===== src/rtl/alu_seq_pkg.sv =====
// Shared definitions for the sequential ALU: default width, op codes and FSM states.
package alu_seq_pkg;

    localparam int ALU_WIDTH_DEF = 32;

    typedef enum logic [3:0] {
        OP_AND  = 4'd0,
        OP_OR   = 4'd1,
        OP_XOR  = 4'd2,
        OP_ADDS = 4'd3,
        OP_ADDU = 4'd4,
        OP_SUBS = 4'd5,
        OP_SUBU = 4'd6,
        OP_SHRL = 4'd7,
        OP_SHLL = 4'd8,
        OP_SHRA = 4'd9,
        OP_MULU = 4'd10,
        OP_DIVU = 4'd11
    } op_e;

    typedef enum logic [1:0] {
        ST_IDLE = 2'd0,
        ST_MUL  = 2'd1,
        ST_DIV  = 2'd2,
        ST_DONE = 2'd3
    } state_e;

endpackage


===== src/rtl/muldiv_seq.sv =====
// Iterative unsigned multiply (shift-add) and restoring divide, one bit per step.
module muldiv_seq #(
    parameter int WIDTH = 32
) (
    input  logic             clk,
    input  logic             reset,
    input  logic             load,
    input  logic             step,
    input  logic             is_div,
    input  logic [WIDTH-1:0] in_0,
    input  logic [WIDTH-1:0] in_1,
    output logic             last,
    output logic [WIDTH-1:0] nxt_lo,
    output logic [WIDTH-1:0] nxt_hi
);

    localparam int CNT_W = $clog2(WIDTH + 1);

    logic [WIDTH-1:0] a_q;
    logic [WIDTH-1:0] hi_q;
    logic [WIDTH-1:0] lo_q;
    logic [CNT_W-1:0] cnt_q;

    logic [WIDTH:0]   mul_sum;
    logic [WIDTH:0]   div_sh;
    logic [WIDTH:0]   div_tr;

    // hi holds the partial product / remainder, lo the multiplier / quotient.
    assign mul_sum = {1'b0, hi_q} + (lo_q[0] ? {1'b0, a_q} : {(WIDTH + 1){1'b0}});
    assign div_sh  = {hi_q, lo_q[WIDTH-1]};
    assign div_tr  = div_sh - {1'b0, a_q};

    always_comb begin
        nxt_hi = hi_q;
        nxt_lo = lo_q;
        if (is_div) begin
            if (div_tr[WIDTH]) begin
                nxt_hi = div_sh[WIDTH-1:0];
                nxt_lo = {lo_q[WIDTH-2:0], 1'b0};
            end else begin
                nxt_hi = div_tr[WIDTH-1:0];
                nxt_lo = {lo_q[WIDTH-2:0], 1'b1};
            end
        end else begin
            nxt_hi = mul_sum[WIDTH:1];
            nxt_lo = {mul_sum[0], lo_q[WIDTH-1:1]};
        end
    end

    // The step in which the counter sits at one produces the final result.
    assign last = (cnt_q == CNT_W'(1));

    always_ff @(posedge clk or posedge reset) begin
        if (reset) begin
            a_q   <= '0;
            hi_q  <= '0;
            lo_q  <= '0;
            cnt_q <= '0;
        end else if (load) begin
            a_q   <= in_1;
            hi_q  <= '0;
            lo_q  <= in_0;
            cnt_q <= CNT_W'(WIDTH);
        end else if (step) begin
            a_q   <= a_q;
            hi_q  <= nxt_hi;
            lo_q  <= nxt_lo;
            cnt_q <= cnt_q - CNT_W'(1);
        end
    end

endmodule


===== src/rtl/alu_seq.sv =====
// Sequential ALU: single-cycle logic/arith/shift ops plus iterative MULU/DIVU.
//   state | meaning
//   IDLE  | waiting for start
//   MUL   | shift-add multiply in progress
//   DIV   | restoring divide in progress
//   DONE  | result registered, valid asserted
module alu_seq
    import alu_seq_pkg::*;
#(
    parameter int WIDTH = ALU_WIDTH_DEF,
    parameter int SH_W  = $clog2(WIDTH)
) (
    input  logic             clk,
    input  logic             reset,
    input  logic             start,
    input  logic [3:0]       op,
    input  logic [WIDTH-1:0] in_0,
    input  logic [WIDTH-1:0] in_1,
    output logic             busy,
    output logic             valid,
    output logic [WIDTH-1:0] out,
    output logic [WIDTH-1:0] out_hi,
    output logic             of,
    output logic             dz
);

    state_e state_q, state_d;

    logic             md_load;
    logic             md_last;
    logic             cap;
    logic [WIDTH-1:0] md_lo, md_hi;
    logic [WIDTH-1:0] alu_lo, alu_hi;
    logic             alu_of, alu_dz;
    logic [WIDTH-1:0] res_lo, res_hi;
    logic             res_of, res_dz;
    logic [WIDTH-1:0] sum, diff;
    logic [SH_W-1:0]  sh_amt;
    logic             in1_zero;

    assign sum      = in_0 + in_1;
    assign diff     = in_0 - in_1;
    assign sh_amt   = in_1[SH_W-1:0];
    assign in1_zero = (in_1 == '0);

    assign busy  = (state_q == ST_MUL) || (state_q == ST_DIV);
    assign valid = (state_q == ST_DONE);

    always_comb begin
        alu_lo = in_0;
        alu_hi = '0;
        alu_of = 1'b0;
        alu_dz = 1'b0;
        case (op_e'(op))
            OP_AND:  alu_lo = in_0 & in_1;
            OP_OR:   alu_lo = in_0 | in_1;
            OP_XOR:  alu_lo = in_0 ^ in_1;
            OP_ADDS: begin
                alu_lo = sum;
                alu_of = (in_0[WIDTH-1] == in_1[WIDTH-1]) && (sum[WIDTH-1] != in_0[WIDTH-1]);
            end
            OP_ADDU: alu_lo = sum;
            OP_SUBS: begin
                alu_lo = diff;
                alu_of = (in_0[WIDTH-1] != in_1[WIDTH-1]) && (diff[WIDTH-1] != in_0[WIDTH-1]);
            end
            OP_SUBU: alu_lo = diff;
            OP_SHRL: alu_lo = in_0 >> sh_amt;
            OP_SHLL: alu_lo = in_0 << sh_amt;
            OP_SHRA: alu_lo = $signed(in_0) >>> sh_amt;
            // Only the divide-by-zero case of DIVU completes here.
            OP_DIVU: begin
                alu_lo = '1;
                alu_hi = in_0;
                alu_dz = 1'b1;
            end
            default: alu_lo = in_0;
        endcase
    end

    always_comb begin
        state_d = state_q;
        md_load = 1'b0;
        cap     = 1'b0;
        res_lo  = alu_lo;
        res_hi  = alu_hi;
        res_of  = alu_of;
        res_dz  = alu_dz;
        case (state_q)
            ST_IDLE, ST_DONE: begin
                state_d = ST_IDLE;
                if (start) begin
                    if (op == OP_MULU) begin
                        state_d = ST_MUL;
                        md_load = 1'b1;
                    end else if (op == OP_DIVU && !in1_zero) begin
                        state_d = ST_DIV;
                        md_load = 1'b1;
                    end else begin
                        state_d = ST_DONE;
                        cap     = 1'b1;
                    end
                end
            end
            ST_MUL, ST_DIV: begin
                res_lo = md_lo;
                res_hi = md_hi;
                res_of = 1'b0;
                res_dz = 1'b0;
                if (md_last) begin
                    state_d = ST_DONE;
                    cap     = 1'b1;
                end
            end
            default: state_d = ST_IDLE;
        endcase
    end

    always_ff @(posedge clk or posedge reset) begin
        if (reset) begin
            state_q <= ST_IDLE;
        end else begin
            state_q <= state_d;
        end
    end

    always_ff @(posedge clk or posedge reset) begin
        if (reset) begin
            out    <= '0;
            out_hi <= '0;
            of     <= 1'b0;
            dz     <= 1'b0;
        end else if (cap) begin
            out    <= res_lo;
            out_hi <= res_hi;
            of     <= res_of;
            dz     <= res_dz;
        end
    end

    muldiv_seq #(
        .WIDTH (WIDTH)
    ) u_muldiv (
        .clk    (clk),
        .reset  (reset),
        .load   (md_load),
        .step   (busy),
        .is_div (state_q == ST_DIV),
        .in_0   (in_0),
        .in_1   (in_1),
        .last   (md_last),
        .nxt_lo (md_lo),
        .nxt_hi (md_hi)
    );

endmodule


===== config.mk =====
export PLATFORM = sky130hd
export DESIGN_NAME = alu_seq
export DESIGN_NICKNAME = d
export VERILOG_FILES = /design/src/rtl/alu_seq_pkg.sv /design/src/rtl/muldiv_seq.sv /design/src/rtl/alu_seq.sv
export SDC_FILE = /design/constraint.sdc
export NUM_CORES = 1
export LEC_CHECK = 0
export CAP_MARGIN = 30
export CORE_ASPECT_RATIO = 2
export CORE_UTILIZATION = 41
export DETAILED_ROUTE_END_ITERATION = 8
export GPL_TIMING_DRIVEN = 0
export PLACE_DENSITY = 0.61
export SYNTH_ARGS = -nofsm -noshare
export SYNTH_HDL_FRONTEND = slang
export SYNTH_SLANG_ARGS = --single-unit

===== constraint.sdc =====
create_clock -name clk -period 6.3 [get_ports clk]
set_input_delay 0.63 -clock clk [delete_from_list [all_inputs] [get_ports clk]]
set_output_delay 0.63 -clock clk [all_outputs]
set_load 0.05 [all_outputs]

==> reports/results.txt, run 1 <==
The flow ran to the end, but the final reports show violations. The final reports fail on setup timing. Clock skew on the completed layout was measured at 0.0167 ns. On the critical path, the stage with the largest delay is an instance of clkbuf_1. From left edge to right edge, the die measures 162 µm. The run gives 92 as the pin count of the biggest net entering global routing. After global routing, the most crowded layer is met2. The fraction of synthesis flops using an asynchronous set or reset pin is 100%.

At the worst endpoint, the required time is 6.63 ns. The cell-internal power is 1970 µW, and the starting utilization of the core area is 41.5%. In the global route stage, met3 resource usage came out at 18.2%.

The count of nets left with antenna violations once routing finished came out at 0. The tools report the routed via count as 25700. Of all nets on the critical path, the largest fanout is 11. Setup repair after global routing left no endpoint under its margin. The tools report the H-tree depth reported by CTS as 4. The start-to-end type of the worst setup path is in2reg. The area growth from synthesis to layout is 16.1%. The overall die area is 52500 µm², and the arrival time reported for the critical path endpoint is 6.69 ns. The number of pins with negative max-slew slack in the final report is 0. The run gives 48.5% as the met1 usage in global routing. The number of buffers and inverters on the critical path is 6. nor2_1 is the most common cell in the netlist. The logs give 0 for the final global-route overflow total and 160 µV for the peak supply drop.

In this design, the stage delay of the slowest critical-path cell is 0.70 ns. The register bit total from synthesis came out at 170. The run gives 2 as the number of buffers on the longest clock path. The leakage dissipation is 0.0106 µW, and the layout cell share with drive strength beyond 1 is 8.81%. Global routing used 52.3% of the available tracks across all layers. The number of endpoints with negative hold slack in the final report is 0.

Max-cap violations in this run came to 0. The number of nets in the synthesized netlist is 2946. The worst min-delay path class is reg2reg.

The logs give 107000 µm for the sum of net half-perimeters after detailed placement and 0.47 ns for the insertion delay to the later sink of the worst-skew pair. The root buffer cell chosen for the clock tree is clkbuf_16. Buffers inserted during clock tree synthesis total 17.

For this design the total switching power over the nets is 1360 µW. For the final cell count without fillers, the log shows 3578. During synthesis, Yosys emitted a total of 0 warnings.

Using the TritonRoute via totals, the vias-per-cell ratio works out to 7.19. Primary flip-flop cell chosen by synthesis mapping: dfrtp_1. The tools report the initial antenna violation count as 9. The first global-routing pass estimated 193000 µm of wire. In this run, synthesis inferred 0 flip-flops with an integrated enable. Area occupied by registers: 4250 µm². Clock-pin slew was measured on the worst setup and hold paths at 0.08 ns. The number of endpoints failing setup at the final stage is 2, and the I/O pin total is 139. The net total in the final layout is 3151, and the row count is 117. The final layout contains routed wiring with a total length of 135000 µm.

Summed over all instances, the cell type with the most area after synthesis is dfrtp_1. Proportion of total power due to net switching: 40.8%. The fraction of the cycle the final worst path needs is 101%. Sorting the synthesized cells by area gives the leading types as dfrtp_1, ha_1, mux4_2. For the maximum frequency from static timing analysis, the log shows 157 MHz.

In this run, placement finished with an instance count of 3512. The global placement routability congestion was 1.15. The cell area power density came out at 136 nW/µm². The cell class contributing the biggest share of worst-path delay is buffers and inverters. Before CTS, the worst setup slack after placement is -0.990 ns. The share of the Yosys chip area taken by registers is 20.1%.

The die is 323 µm tall. Number of iterations in the first detailed-routing pass: 9. In this run the biggest area consumer among cell types represents 20.1% of the synthesized area.

The power share of the sequential group is 32.7%. The area used by multi-input combinational logic came out at 15400 µm². The tools report the met2 layer usage reported by global route as 83.8%.

The cell repeated most along the worst path was o31ai_1. The detailed router finished its first iteration with 2817 violations. The final-layout fill cell count was 5120; the transition time at the pin with the least slew margin was 1.40 ns. Sort of element at the end of the critical path: a flop. The clock power share was 32.5%; the final critical-path required period was 6.36 ns.

In the final routed layout, each cell accounts on average for 37.9 µm. Sink count of the clock tree: 170. During placement, the flow inserted port buffers numbering 138. The run gives 34.8% as the combinational group share of total power.

The setup slack after layout was -0.0600 ns; the total of hold buffers inserted after clock tree synthesis was 0. STA classifies the critical path startpoint as a primary input. The netlist uses 105 different library cells. TritonCTS built the clock tree. The critical path goes through clkdlybuf4s50_1 > clkbuf_1 > clkinvlp_4 > buf_4 > clkbuf_1 > clkbuf_2 > ha_1 > nand2_1 > o31ai_1 > a21o_1 > nand4_1 > and2_1 > o31ai_1 > nor2_1 > o31ai_1 > o21ai_1. By count the netlist is led by nor2_1, nand2_1, o21ai_0. The synthesized netlist occupies a cell area of 21100 µm². In this run the mean area of a mapped cell was 7.83 µm². The cell count after synthesis was 2698; the core area was 50900 µm².

The number of global-route vias before repair was 25700; the relative slew slack was 6.42%. For this run, design rule violations remaining after detail routing come to 0.
## worst reg2reg max path, stage by stage, from the launching register on
cell and delay (ns):
dfrtp_1 0.56, inv_1 0.13, ha_1 0.21, inv_1 0.07, fa_1 0.44, a211oi_2 0.30, o21bai_2 0.16, o311ai_4 0.69
a211o_1 0.37, a31oi_4 0.29, nor2_8 0.40, buf_2 0.49, nand2_1 0.42, o221ai_1 0.45, a21oi_1 0.13
## metal layers
metal | up-vias | part of all wire, % | routed length, µm
li1 | 10400 | - | -
met1 | 12300 | 29 | 39800
met2 | 2093 | 46 | 62400
met3 | 901 | 10 | 13500
met4 | 2 | 15 | 19700
met5 | - | 0.0096 | 13
## final timing paths
path / startpoint / endpoint / slack (ns) / depth (start not counted)
worst max-delay path: in_1[3] / out[27] / -0.06 / 16
worst min-delay path: out[3] / out[3] / 0.49 / 2
worst max register to register: u_muldiv.lo_q[31] / out_hi[31] / 1.06 / 14
worst min register to register: out[3] / out[3] / 0.49 / 2
max in group asynchronous: reset / out[31] / 4.68 / 3
min in group asynchronous: reset / u_muldiv.hi_q[8] / 0.62 / 2
## final cells by class
type / count / area share [%]
diodes: 8 / 0.0816
plain buffers: 203 / 3.53
clock buffers: 18 / 1.79
clock inverters: 14 / 0.546
inverters: 154 / 2.40
multi-input cells: 2169 / 63.0
flip-flops and latches: 170 / 17.3
well taps: 654 / 3.34
repair buffers: 188 / 7.99
## placed cells by master (no fill, tap or decap), drive strengths merged, types with 19 or more instances in the layout
cell type and count:
nor2 276, nand2 253, o21ai 221, a21oi 205, ha 173, dfrtp 170, inv 157, clkbuf 157
clkdlybuf4s50 137, buf 114, mux2i 91, nor3 70, mux4 62, a21o 60, and2 50, o211ai 44
a31oi 41, nand3 39, a221o 37, a211oi 35, nand4 27, nor2b 26, o22ai 26, a22oi 24
o31ai 24, xnor2 23, o21bai 21, o221ai 20, o21a 19
## through the flow
stage / cell area, µm² / hold WS (ns) / setup TNS [ns] / total power (µW) / utilization, %
after detailed placement: 23600 / 0.472 / -11.21 / 2170 / 46.3
after floorplan: 21100 / 0.457 / 0 / 1700 / -
after global placement: 23300 / 0.461 / -247.95 / 2160 / 45.8
after global routing: 24500 / 0.511 / 0 / 3380 / 48.1
after CTS: 24200 / 0.491 / 0 / 3210 / 47.4
final: 24500 / 0.486 / -0.0684 / 3330 / 48.1
## power by group through the flow
stage	Combinational [µW]	Sequential [µW]	Clock [µW]
after floorplan	590	1110	0
after global placement	1040	1110	0
after detailed placement	1050	1110	0
after CTS	1060	1090	1060
after global routing	1180	1090	1110
final	1160	1090	1080
## registers in the layout, indices dropped and copies added (netlist names)
signal / flops
u_muldiv.cnt_q: 6
out_hi: 32
dz: 1
of: 1
u_muldiv.a_q: 32
u_muldiv.lo_q: 32
state_q: 2
u_muldiv.hi_q: 32
out: 32
## kinds of logic (layout without fill, tap and decap cells)
group                      Yosys count  after routing  synth area share, %
AOI/OAI and AO/OA                  937            937                 30.2
and+or+nand+nor                    847            847                 18.8
buffers and inverters              359            577                 6.86
adders and majority gates          177            177                 10.6
DFF                                170            170                 20.1
muxes                              167            167                 11.7
xor gates and xnor gates            41             41                 1.70
other                                0              8                    0
## what timing repair did
action | CTS | global route
pin swaps | 0 | 0
gates resized for setup | 2 | 5
endpoints found under the hold margin | 0 | 0
buffers inserted | 0 | 6
gates cloned | 0 | 0
endpoints found under the setup margin | 13 | 13
(Power assumes the default switching activity.)
==> run 2, diff against run 1 <==
--- a/config.mk
+++ b/config.mk
@@ -7,10 +7,10 @@
 export LEC_CHECK = 0
 export CAP_MARGIN = 30
 export CORE_ASPECT_RATIO = 2
-export CORE_UTILIZATION = 41
+export CORE_UTILIZATION = 62
 export DETAILED_ROUTE_END_ITERATION = 8
 export GPL_TIMING_DRIVEN = 0
-export PLACE_DENSITY = 0.61
+export PLACE_DENSITY = 0.85
 export SYNTH_ARGS = -nofsm -noshare
 export SYNTH_HDL_FRONTEND = slang
 export SYNTH_SLANG_ARGS = --single-unit
==> run 2 against run 1 <==
Against the previous run: the run now fails in global routing (5_1_grt); synthesized area unchanged; synthesized cell count is the same.
==> reports/results.txt, run 2 <==
The post-synthesis average cell area was 7.83 µm² (unchanged). The width of the die was 133 µm (-18%). The number of global-route vias before repair was 29300; the wire length of the first global-routing pass was 215000 µm.

The tools report the cell count after synthesis as 2698 (unchanged). The sink count of the clock tree is 170 (unchanged), and the yosys synthesis warning count is 0 (unchanged). Across every metal layer, demand over resource in global routing totals 80.4%. The synthesized design spends more area on one cell type than any other, namely dfrtp_1.

The total of hold buffers inserted after clock tree synthesis is 0 (unchanged), and the pin count of the biggest net entering global routing is 134. The count of buffers inserted at the top-level ports is 138 (unchanged). The logs give 21100 µm² (unchanged) for the post-synthesis instance area and 2 (unchanged) for the number of buffers on the longest clock path. The global placement routability congestion is 1.32 (+15%).

The flow did not finish. The number of enable-type register cells in the synthesized netlist is 0 (unchanged). The placed standard-cell area was 23200 µm² (-1.9%); the y dimension of the die was 263 µm (-19%). The final global-route overflow total came out at 701. Post-cts resize count: 1 (-1).

The number of buffers added by the clock tree synthesis step came out at 17 (unchanged). The I/O pin total is 139 (unchanged), and the number of buffers added for setup after CTS is 0 (unchanged). The row count is 95 (-19%), and the starting utilization of the core area is 63.0% (+22 points). The root buffer cell chosen for the clock tree is clkbuf_16. Yosys attributes the largest share of cell area to dfrtp_1, ha_1, mux4_2. In the synthesized netlist the dominant register cell turns out to be dfrtp_1. The first error in the log reads "[ERROR GRT-0116] Global routing finished with congestion. Check the congestion regions in the DRC Viewer". Sum of net half-perimeters after detailed placement: 88900 µm (-17%).

The run gives 20.1% (unchanged) as the sequential cell area fraction in the yosys report. The cell with the most instances after synthesis was nor2_1. The logs give 4 (unchanged) for the H-tree depth reported by CTS and 2946 (unchanged) for the number of nets in the synthesized netlist. The tools report the post-synthesis cell type count as 105 (unchanged). Fraction of synthesis flops using an asynchronous set or reset pin: 100% (unchanged). The flow stopped in global routing (5_1_grt).

Share of the synthesized area in the top cell type: 20.1% (unchanged). In the synthesized netlist, the cells that appear most often are nor2_1, nand2_1, o21ai_0. The register bit total from synthesis was 170 (unchanged).
## run 2: layer usage
| layer | overflow | global-route usage (%) |
|---|---|---|
| met1 | 6 | 78.4 |
| met4 | 245 | 85.4 |
| met3 | 24 | 62.9 |
| met2 | 425 | 99.6 |
| met5 | 1 | 17.1 |
## run 2: metrics by stage
stage,cells,worst slack [ns],setup TNS (ns)
2_1_floorplan,2698,1.07,0
3_3_place_gp,3272,-1.00,-166.08
3_5_place_dp,3282,-0.482,-2.25
4_1_cts,3308,0.187,0
## run 2: cells by family after synthesis
family                     count (synthesis)  synth area share [%]
AOI/OAI and AO/OA                        937                  30.2
xor gates and xnor gates                  41                  1.70
adders and majority gates                177                  10.6
buffers and inverters                    359                  6.86
DFF                                      170                  20.1
muxes                                    167                  11.7
and+or+nand+nor                          847                  18.8
==> run 3, diff against run 2 <==
--- a/config.mk
+++ b/config.mk
@@ -6,11 +6,10 @@
 export NUM_CORES = 1
 export LEC_CHECK = 0
 export CAP_MARGIN = 30
-export CORE_ASPECT_RATIO = 2
-export CORE_UTILIZATION = 62
+export CORE_UTILIZATION = 40
 export DETAILED_ROUTE_END_ITERATION = 8
 export GPL_TIMING_DRIVEN = 0
-export PLACE_DENSITY = 0.85
+export PLACE_DENSITY_LB_ADDON = 0.15
 export SYNTH_ARGS = -nofsm -noshare
 export SYNTH_HDL_FRONTEND = slang
 export SYNTH_SLANG_ARGS = --single-unit
==> run 3 against run 2 <==
Against the previous run: the flow now finishes without violations.
==> reports/results.txt, run 3 (synthesis gave the netlist of run 1 again) <==
The library cell used most frequently in the layout, excluding fill and tap cells, is nor2_1. Dividing the detail-routed wire length by the instance count gives 34.5 µm. The flow ran to the end, and the final reports show no timing, DRC or antenna violations. The worst hold path was traced through 2 stages.

Global routing consumed, on the met3 layer, 12.0% of the routing resources. STA classifies the critical path startpoint as a primary input. The startpoint identified for the worst hold timing path is out[7]. The area growth from synthesis to layout is 13.9%. The y dimension of the die is 232 µm (-12%). The number of buffers added by the clock tree synthesis step was 17 (unchanged); the routed via count was 24700. The initial antenna violation count is 7. The area used by multi-input combinational logic was 15400 µm²; the row count was 83 (-13%). The number of pins with negative max-slew slack in the final report was 0; the insertion delay to the later sink of the worst-skew pair was 0.48 ns.

Static timing analysis puts the maximum clock frequency at 161 MHz. In this run the worst hold path is classified as reg2reg. Sum of net half-perimeters after detailed placement: 97900 µm (+10%).

Max-cap violations in this run came to 0. The global placement routability congestion came out at 1.06 (-20%). Cell area power density: 137 nW/µm². In the final layout, the share of cells above drive strength 1 is 7.34%. The master cell of the clock root buffer is clkbuf_16. After routing, the total negative slack on setup checks comes to 0 ns.

After filler insertion, the fill cell instance count of the layout stands at 5275. Measured in cells, the most critical reg-to-reg path has a length of 14. The tools report the starting utilization of the core area as 40.8% (-22 points). The logs give 51700 µm² for the core area and 23500 for the number of global-route vias before repair. The run gives 1.68 ns as the minimum setup slack among reg-to-reg paths.

Summed over all layers, the routed wires come to 123000 µm. On the critical path, the stage with the largest delay is an instance of clkdlybuf4s50_1. Global routing finished with a remaining overflow of 0. Setup repair after global routing left no endpoint under its margin. The logs give 0.0230 ns for the worst clock skew and 6.63 ns for the critical path data required time.

The count of buffers inserted at the top-level ports came out at 138 (unchanged). The logs give 6.55 ns for the arrival time reported for the critical path endpoint and 4250 µm² for the area occupied by registers. The global routing stage identified its most utilized layer as met2. The run gives 0 as the number of endpoints with negative hold slack in the final report. The path with the worst hold slack has its endpoint at out[7]. Endpoint of the lowest-slack register-to-register path: out_hi[30]. After the first detailed-routing iteration, the DRC count stood at 3123. The I/O pin total is 139 (unchanged). The worst path uses 98.7% of the clock period. After detailed routing, the number of remaining DRC violations is 0. The total global-route track usage is 44.9%. Using the TritonRoute via totals, the vias-per-cell ratio works out to 6.93. The first global-routing pass estimated 172000 µm of wire.

The start-to-end type of the worst setup path was in2reg. STA classifies the critical path endpoint as a flop. In this run the remaining antenna-violating nets after routing total 0.

Setup violations remaining at the end of the flow were counted as 0. The critical path goes through clkdlybuf4s50_1 > clkbuf_1 > clkinv_1 > clkbuf_1 > buf_2 > ha_1 > nor2_1 > o221ai_1 > a211oi_2 > o21ai_1 > a2111oi_2 > o21ai_0 > and3_1 > a211oi_1 > o21ai_0. The transition time at the pin with the least slew margin is 1.09 ns, and the net total in the final layout is 3110. The top cell types in the final layout, fill and taps aside, are nor2_1, nand2_1, o21ai_0. The die covers 53700 µm². The largest incremental delay on the critical path works out to 0.72 ns. The first detailed-routing pass took 7 iterations. Counting I/O delays and the setup requirement, the final critical path takes 6.22 ns. The startpoint identified for the worst register-to-register timing path is u_muldiv.lo_q[31].

In this run the static leakage power is 0.0104 µW. Along the worst path, the maximum fanout reaches 11. The number of buffers on the longest clock path was 2 (unchanged); the width of the die was 232 µm (+75%). Global routing consumed, on the met2 layer, 69.7% of the routing resources. TritonCTS built the clock tree. The logs give 54.7% for the met1 usage in global routing and 203 µV for the peak supply drop.

For the pin count of the biggest net entering global routing, the log shows 122. The logs give 4 (unchanged) for the H-tree depth reported by CTS and 46.5% for the final cell utilization of the core. The run gives 170 (unchanged) as the sink count of the clock tree. In this run the tightest slew margin relative to its limit is 27.1%.

Clock-pin slew was measured on the worst setup and hold paths at 0.09 ns.
-- run 3: worst max path at each step --
stage | start | endpoint | slack [ns] | cells after the start
4_1_cts | in_1[3] | out[19] | 0.09 | 15
5_1_grt | in_1[4] | out[22] | 0.07 | 15
2_1_floorplan | reset | dz | 1.07 | 1
3_5_place_dp | in_1[3] | out[19] | -1.05 | 16
6_report | in_1[4] | out[31] | 0.08 | 15
3_3_place_gp | reset | u_muldiv.hi_q[27] | -1.63 | 2
-- run 3: critical path, delay by kind of cell --
kind / cells / cell delay, ns
compound gates: 7 / 2.58
buf+inv: 5 / 2.47
fa+ha+maj: 1 / 0.45
simple gates: 2 / 0.39
-- run 3: final cells by class --
cell class	count	area share [%]
Tap cell	680	3.54
Clock buffer	19	1.84
Inverter	154	2.43
Sequential cell	170	17.7
Antenna cell	4	0.0416
Timing Repair Buffer	147	6.20
Clock inverter	13	0.546
Multi-Input combinational cell	2169	64.1
Buffer	203	3.59
-- run 3: stage by stage --
stage	total power (µW)	instance area, µm²	cells	hold slack (ns)	setup slack [ns]
3_5_place_dp	2150	23500	3524	0.467	-1.05
6_report	3290	24100	3559	0.487	0.0839
3_3_place_gp	2150	23300	3516	0.469	-1.63
2_1_floorplan	1700	21100	2698	0.457	1.07
4_1_cts	3220	24000	3555	0.489	0.0890
5_1_grt	3350	24100	3556	0.508	0.0679
-- run 3: where the power goes --
group	leakage (µW)	internal [µW]	switching, µW
logic	0.00790	335	763
clock network	0.000278	567	533
registers	0.00220	1090	0.182
-- run 3: timing repair --
item | 4_1_cts | 5_1_grt
resized for setup | 2 | 2
setup endpoints to repair | 13 | 6
hold buffers | 0 | 0
buffers inserted | 0 | 0
-- run 3: layer usage --
metal,vias up,part of all wire [%]
li1,10400,-
met1,12100,38
met2,1756,44
met3,454,11
met4,4,7.7
met5,-,0.024
